==> src/rtl/hazard_pkg.sv <==
// Shared encodings and helpers for the pipeline hazard/forwarding controller.
// Latency: n/a (types, constants and pure functions only).
// Backpressure: n/a.
package hazard_pkg;

  // Where an instruction's result comes from
  typedef enum logic [1:0] {
    RT_NONE = 2'b00,
    RT_ALU  = 2'b01,
    RT_MEM  = 2'b10,
    RT_PC8  = 2'b11
  } rtype_t;

  // Operand mux select encodings (D-stage muxes only use the first three)
  typedef enum logic [1:0] {
    FWD_RF    = 2'b00,
    FWD_ALU_M = 2'b01,
    FWD_PC8_M = 2'b10,
    FWD_W     = 2'b11
  } fwd_t;

  // Cycles until the result exists, counted when the producer enters E
  localparam logic [1:0] TNEW_NONE = 2'd0;
  localparam logic [1:0] TNEW_ALU  = 2'd1;
  localparam logic [1:0] TNEW_MEM  = 2'd2;
  localparam logic [1:0] TNEW_PC8  = 2'd0;

  // Multiply/divide start encodings
  localparam logic [1:0] MD_NONE = 2'b00;
  localparam logic [1:0] MD_MULT = 2'b01;
  localparam logic [1:0] MD_DIV  = 2'b10;

  // Shadow state carried down the E/M/W stages
  typedef struct packed {
    logic [4:0] dst;
    rtype_t     rtype;
    logic [1:0] tnew;
  } stage_t;

  function automatic logic [1:0] tnew_entry(input rtype_t rt);
    case (rt)
      RT_ALU:  return TNEW_ALU;
      RT_MEM:  return TNEW_MEM;
      RT_PC8:  return TNEW_PC8;
      default: return TNEW_NONE;
    endcase
  endfunction

  function automatic logic [1:0] tnew_dec(input logic [1:0] t);
    return (t == 2'd0) ? 2'd0 : t - 2'd1;
  endfunction

endpackage

==> src/rtl/fwd_sel.sv <==
// Priority comparator choosing an operand mux select from the producing stages.
// Latency: purely combinational.
// Backpressure: none; evaluated every cycle.
// Ports: src = consumer register; dst_y = younger stage that masks M without
//   forwarding (tie to 0 when absent); dst_m/rtype_m and dst_w/rtype_w = older
//   producers; w_en enables W forwarding; sel = resulting mux select.
import hazard_pkg::*;

module fwd_sel (
  input  logic [4:0] src,
  input  logic [4:0] dst_y,
  input  logic [4:0] dst_m,
  input  rtype_t     rtype_m,
  input  logic [4:0] dst_w,
  input  rtype_t     rtype_w,
  input  logic       w_en,
  output fwd_t       sel
);

  always_comb begin
    sel = FWD_RF;
    if (src != 5'd0) begin
      if (dst_y == src) begin
        // Youngest producer is still in E: it will stall or forward later
        sel = FWD_RF;
      end else if (dst_m == src) begin
        // An M match masks W even when M cannot supply the value yet
        if (rtype_m == RT_ALU)      sel = FWD_ALU_M;
        else if (rtype_m == RT_PC8) sel = FWD_PC8_M;
      end else if (w_en && (dst_w == src) && (rtype_w != RT_NONE)) begin
        sel = FWD_W;
      end
    end
  end

endmodule

==> src/rtl/hazard_ctrl.sv <==
// Hazard/forwarding controller for a 5-stage MIPS pipeline with E/M/W shadow state.
// Latency: selects and stall are combinational; shadow state advances each clk.
// Backpressure: stall freezes PC and F/D and forces a bubble into E (flush_E).
// Ports: rs_D/rt_D/tuse_*_D/dst_D/rtype_D describe the decode instruction;
//   md_start_D/md_use_D describe HI/LO activity; ForwardA/B_D drive the branch
//   compare muxes, ForwardA/B_E the ALU operand muxes; stall/flush_E control flow.
// Optional MDU_STALL_EN: adds a mult/div busy counter that stalls HI/LO users.
import hazard_pkg::*;

module hazard_ctrl #(
  parameter int MULT_CYC = 5,
  parameter int DIV_CYC  = 10
) (
  input  logic       clk,
  input  logic       reset,
  input  logic [4:0] rs_D,
  input  logic [4:0] rt_D,
  input  logic [1:0] tuse_rs_D,
  input  logic [1:0] tuse_rt_D,
  input  logic [4:0] dst_D,
  input  logic [1:0] rtype_D,
  input  logic [1:0] md_start_D,
  input  logic       md_use_D,
  output logic [1:0] ForwardA_D,
  output logic [1:0] ForwardB_D,
  output logic [1:0] ForwardA_E,
  output logic [1:0] ForwardB_E,
  output logic       stall,
  output logic       flush_E
);

  stage_t     st_e, st_m, st_w;
  logic [4:0] rs_e, rt_e;
  logic       data_stall, md_stall;
  fwd_t       fa_d, fb_d, fa_e, fb_e;

  // The youngest matching producer decides; an E match hides any M match.
  function automatic logic op_hazard(input logic [4:0] x, input logic [1:0] tuse,
                                     input stage_t e, input stage_t m);
    if (x == 5'd0)  return 1'b0;
    if (e.dst == x) return e.tnew > tuse;
    if (m.dst == x) return m.tnew > tuse;
    return 1'b0;
  endfunction

  assign data_stall = op_hazard(rs_D, tuse_rs_D, st_e, st_m) |
                      op_hazard(rt_D, tuse_rt_D, st_e, st_m);
  assign stall   = data_stall | md_stall;
  assign flush_E = stall;

  always_ff @(posedge clk) begin
    if (reset) begin
      st_e <= '0;
      st_m <= '0;
      st_w <= '0;
      rs_e <= 5'd0;
      rt_e <= 5'd0;
    end else begin
      if (stall) begin
        st_e <= '0;
        rs_e <= 5'd0;
        rt_e <= 5'd0;
      end else begin
        st_e <= '{dst: dst_D, rtype: rtype_t'(rtype_D), tnew: tnew_entry(rtype_t'(rtype_D))};
        rs_e <= rs_D;
        rt_e <= rt_D;
      end
      st_m <= '{dst: st_e.dst, rtype: st_e.rtype, tnew: tnew_dec(st_e.tnew)};
      st_w <= '{dst: st_m.dst, rtype: st_m.rtype, tnew: tnew_dec(st_m.tnew)};
    end
  end

`ifdef MDU_STALL_EN
  localparam int MD_W = $clog2(((MULT_CYC > DIV_CYC) ? MULT_CYC : DIV_CYC) + 1);

  logic [MD_W-1:0] md_busy;
  logic [1:0]      md_start_e;

  assign md_stall = md_use_D && ((md_busy != '0) || (md_start_e != MD_NONE));

  always_ff @(posedge clk) begin
    if (reset) begin
      md_busy    <= '0;
      md_start_e <= MD_NONE;
    end else begin
      md_start_e <= stall ? MD_NONE : md_start_D;
      if (!stall && (md_start_D == MD_MULT))     md_busy <= MD_W'(MULT_CYC);
      else if (!stall && (md_start_D == MD_DIV)) md_busy <= MD_W'(DIV_CYC);
      else if (md_busy != '0)                    md_busy <= md_busy - MD_W'(1);
    end
  end

  logic unused_ok;
  assign unused_ok = ^st_w.tnew;
`else
  assign md_stall = 1'b0;

  logic unused_ok;
  assign unused_ok = (^{md_start_D, md_use_D, st_w.tnew}) ^ (MULT_CYC != DIV_CYC);
`endif

  // Decode compare operands: W reaches D through the register file bypass
  fwd_sel u_fwd_a_d (
    .src(rs_D), .dst_y(st_e.dst), .dst_m(st_m.dst), .rtype_m(st_m.rtype),
    .dst_w(st_w.dst), .rtype_w(st_w.rtype), .w_en(1'b0), .sel(fa_d)
  );
  fwd_sel u_fwd_b_d (
    .src(rt_D), .dst_y(st_e.dst), .dst_m(st_m.dst), .rtype_m(st_m.rtype),
    .dst_w(st_w.dst), .rtype_w(st_w.rtype), .w_en(1'b0), .sel(fb_d)
  );

  // Execute ALU operands: nothing younger than M can produce for E
  fwd_sel u_fwd_a_e (
    .src(rs_e), .dst_y(5'd0), .dst_m(st_m.dst), .rtype_m(st_m.rtype),
    .dst_w(st_w.dst), .rtype_w(st_w.rtype), .w_en(1'b1), .sel(fa_e)
  );
  fwd_sel u_fwd_b_e (
    .src(rt_e), .dst_y(5'd0), .dst_m(st_m.dst), .rtype_m(st_m.rtype),
    .dst_w(st_w.dst), .rtype_w(st_w.rtype), .w_en(1'b1), .sel(fb_e)
  );

  assign ForwardA_D = fa_d;
  assign ForwardB_D = fb_d;
  assign ForwardA_E = fa_e;
  assign ForwardB_E = fb_e;

endmodule
==> config.mk <==
export PLATFORM = sky130hd
export DESIGN_NAME = hazard_ctrl
export DESIGN_NICKNAME = d
export VERILOG_FILES = /design/src/rtl/hazard_pkg.sv /design/src/rtl/fwd_sel.sv /design/src/rtl/hazard_ctrl.sv
export SDC_FILE = /design/constraint.sdc
export NUM_CORES = 1
export LEC_CHECK = 0
export CAP_MARGIN = 10
export CORE_MARGIN = 5
export CORE_UTILIZATION = 57
export DETAILED_ROUTE_END_ITERATION = 12
export PLACE_DENSITY = 0.85
export RECOVER_POWER = 100
export SYNTH_ARGS = -nofsm -noshare
export SYNTH_HDL_FRONTEND = slang
export SYNTH_SLANG_ARGS = --single-unit
==> constraint.sdc <==
create_clock -name clk -period 4.6 [get_ports clk]
set_input_delay 0.92 -clock clk [delete_from_list [all_inputs] [get_ports clk]]
set_output_delay 0.92 -clock clk [all_outputs]
set_load 0.02 [all_outputs]
==> results.toml <==
[outcome]
outcome = "complete, no violations"

[pwr]
cellPowerDensity_mw_per_mm2 = 268
p_leak_nw = 0.948
peakVddDrop_uv = 163
power_mw = 0.638

[final_layout]
final_cell_area_mm2 = 0.00238
final_nets = 280
drive_above_1_share = 0.0980
num_antenna_cells = 0
nFillCells = 302
area.growth.synth_to_final_pct = 14.9

[yosys]
ys_warn_count = 0
syn-num-nets = 253
synthCells = 218
ys_seq_area_frac = 0.338
ys_seq_elements = 35
ys_types = 38
synth_area_per_cell_um2 = 9.51
synth_area_mm2 = 0.00207

[sta]
rsz0062_at_grt = "no"
finalSetupTns_ns = 0
timing_hold_violations_final = 0
relSlewSlack = 0.266
max_freq_ghz = 0.236
fin_crit_sh = 0.922
min_period_ns = 4.24
setup_viol = 0
setup_ws_ns = 0.359
fin_hold_ws_ns = 0.423
skew_ns = 0.00814
worstMarginPinSlew_ns = 1.10
maxSlewViolCount = 0

[floorplan]
dieArea_mm2 = 0.00494
core-area_mm2 = 0.00358
rows = 22
start_util = 0.579
die_h_um = 70.3
die_w_um = 70.3
ios = 36

[clock_tree]
ctsResizeCount = 0
htree_levels = 2
clockBufferDepth = 2
cts_setup_buffers = 0
cts_tree = "yes"
clk_pin_slew_ns = 0.10
clkSinkCount = 35
cts_root_buf = "clkbuf_4"
cts_hold_buf = 0
clk_latency_ns = 0.34
numCtsBuffers = 5

[global_route]
grt-ovfl-total = 0
track_usage = 0.169
grt_max_degree = 36
grt_pass1_vias = 1498
antenna_found_initial = 0
grt_first_pass_wirelength_um = 6660

[hold_path]
min_to = "st_m[0]"
hold_class = "reg2reg"
worstHoldPathCells = 1
min_from = "st_e[0]"

[setup_path]
cp_cell_sequence = "dlygate4sd3_1 > inv_1 > ha_1 > nor2b_1 > o21ai_0 > or3_4 > o21ai_0 > a21o_1 > clkdlybuf4s50_1"
end_kind = "output pin"
r2r_setup_slack_ns = 2.42
worstPathArrival_ns = 3.32
r2r-end = "st_e[2]"
cpMostUsedCell = "o21ai_0"
crit_type = "in2out"
crit_fanout = 2
worst_r2r_path_depth = 6
cpMaxStageDelayCell = "clkdlybuf4s50_1"
cp.required_ns = 3.68
r2r_start = "st_e[1]"
slowest_delay_ns = 0.61
critPathLaunchType = "input pin"

[place]
place_ws_ns = 0.439
hpwlAfterDp_um = 3170
gp_congestion = 0.802
io_buffers = 32
placed_area_mm2 = 0.00238

[detailed_routing]
wirelength_um = 4140
first_pass_iters = 4
drc_errors = 0
antenna_left = 0
vias_per_cell = 5.36
drt_iter0_markers = 47
routed-via-count = 1571
wl_per_cell_um = 14.1

[job]
max_cap_violations = 0
[power by group]
group / internal (mW) / leakage [nW] / switching [mW] / total, mW
combinational: 0.0715 / 0.626 / 0.0623 / 0.134
clock: 0.0708 / 0.0341 / 0.0989 / 0.170
sequential: 0.318 / 0.289 / 0.0165 / 0.335
[synth_stat cells]
library cell   n  area (um2)
a211o_1        1        8.76
a211o_2        1        10.0
a21o_1         1        7.51
a21oi_1        5        25.0
a2bb2oi_1      1        8.76
and2_1         1        6.26
and3_1         1        6.26
buf_2          3        15.0
buf_4          1        7.51
buf_6          3        33.8
clkbuf_1       6        22.5
dfxtp_1       35         701
ha_1           9         113
inv_1          6        22.5
nand2_1        7        26.3
nand2b_1       1        6.26
nand3_1        6        30.0
nand3b_1      17         128
nand4_1        3        18.8
nand4_2        1        12.5
nor2_1        10        37.5
nor2_8         1        20.0
nor2b_1       17         106
nor3_1         8        40.0
nor3_2        19         190
nor3b_1        1        7.51
o211ai_2       1        12.5
o21ai_0        2        10.0
o21ai_1        1        5.00
o21ai_4        1        16.3
o22ai_1        2        12.5
o22ai_2        1        12.5
or3_1          1        6.26
or3_4          1        11.3
or4_1          2        15.0
or4_4          1        11.3
xnor2_1       28         245
xor2_1        12         105
[cells in the final DEF, fill, tap and decap left out, types with 2 or more instances in the layout]
cell type        Yosys  final
nand3b_1            17     17
nor2b_1             17     17
dlygate4sd3_1        0      9
a21oi_1              5      5
nand3_1              6      6
xnor2_1             28     28
nor3_2              19      9
o22ai_1              2      2
dfxtp_1             35     35
nor3_1               8     18
nor2_1              10     10
nand4_1              3      4
clkbuf_4             0      5
nand2_1              7      7
inv_1                6      6
o21ai_0              2      3
or4_1                2      2
ha_1                 9      9
clkdlybuf4s50_1      0     23
xor2_1              12     12
[stage by stage]
step	cells	util
after floorplan	218	-
after global placement	286	0.666
after detailed placement	286	0.666
after CTS	293	0.681
after global routing	293	0.666
final	293	0.666
[worst max-delay path, delay by kind of cell]
kind	cells	cell delay, ns
AOI/OAI and AO/OA	3	0.43
adders and majority gates	1	0.28
buffers and inverters	3	1.19
and+or+nand+nor	2	0.49
[area by class of cell]
class                   count  area (um2)  share of cell area
multi-input cells         164        1210               0.510
flip-flops and latches     35         701               0.294
repair buffers             33         328               0.138
well taps                  48        60.1              0.0252
clock buffers               6        51.3              0.0215
inverters                   6        22.5             0.00945
clock inverters             1        5.00             0.00210
[state kept, by name, indices dropped and copies added (netlist names)]
signal	flops
st_m	9
rs_e	5
st_e	9
rt_e	5
st_w	7
[kinds of logic (layout without fill, tap and decap cells)]
logic type	count (synthesis)	count (layout)	share of synthesized area
buffers and inverters	19	46	0.0489
and+or+nand+nor	98	98	0.328
adders and majority gates	9	9	0.0543
xor gates and xnor gates	40	40	0.169
DFF	35	35	0.338
AOI/OAI and AO/OA	17	17	0.0622
[metal layers]
layer	up-vias	wire, um	global-route usage	share of wire
met5	-	0	0	0
met4	0	103	0.0872	0.025
met3	12	193	0.0360	0.047
met2	38	2050	0.293	0.50
met1	725	1790	0.194	0.43
li1	796	-	-	-
[how the worst max path moves through the flow]
stage          cells past startpoint  endpoint  slack, ns         start
3_5_place_dp                       9     stall       0.44  tuse_rt_D[1]
5_1_grt                            9     stall       0.15  tuse_rt_D[1]
6_report                           9     stall       0.36  tuse_rt_D[1]
2_1_floorplan                      7     stall       1.33       rs_D[1]
4_1_cts                            9     stall       0.41  tuse_rt_D[1]
3_3_place_gp                       9     stall       0.48  tuse_rt_D[1]
Note: power is estimated with default switching activity, not from simulation.
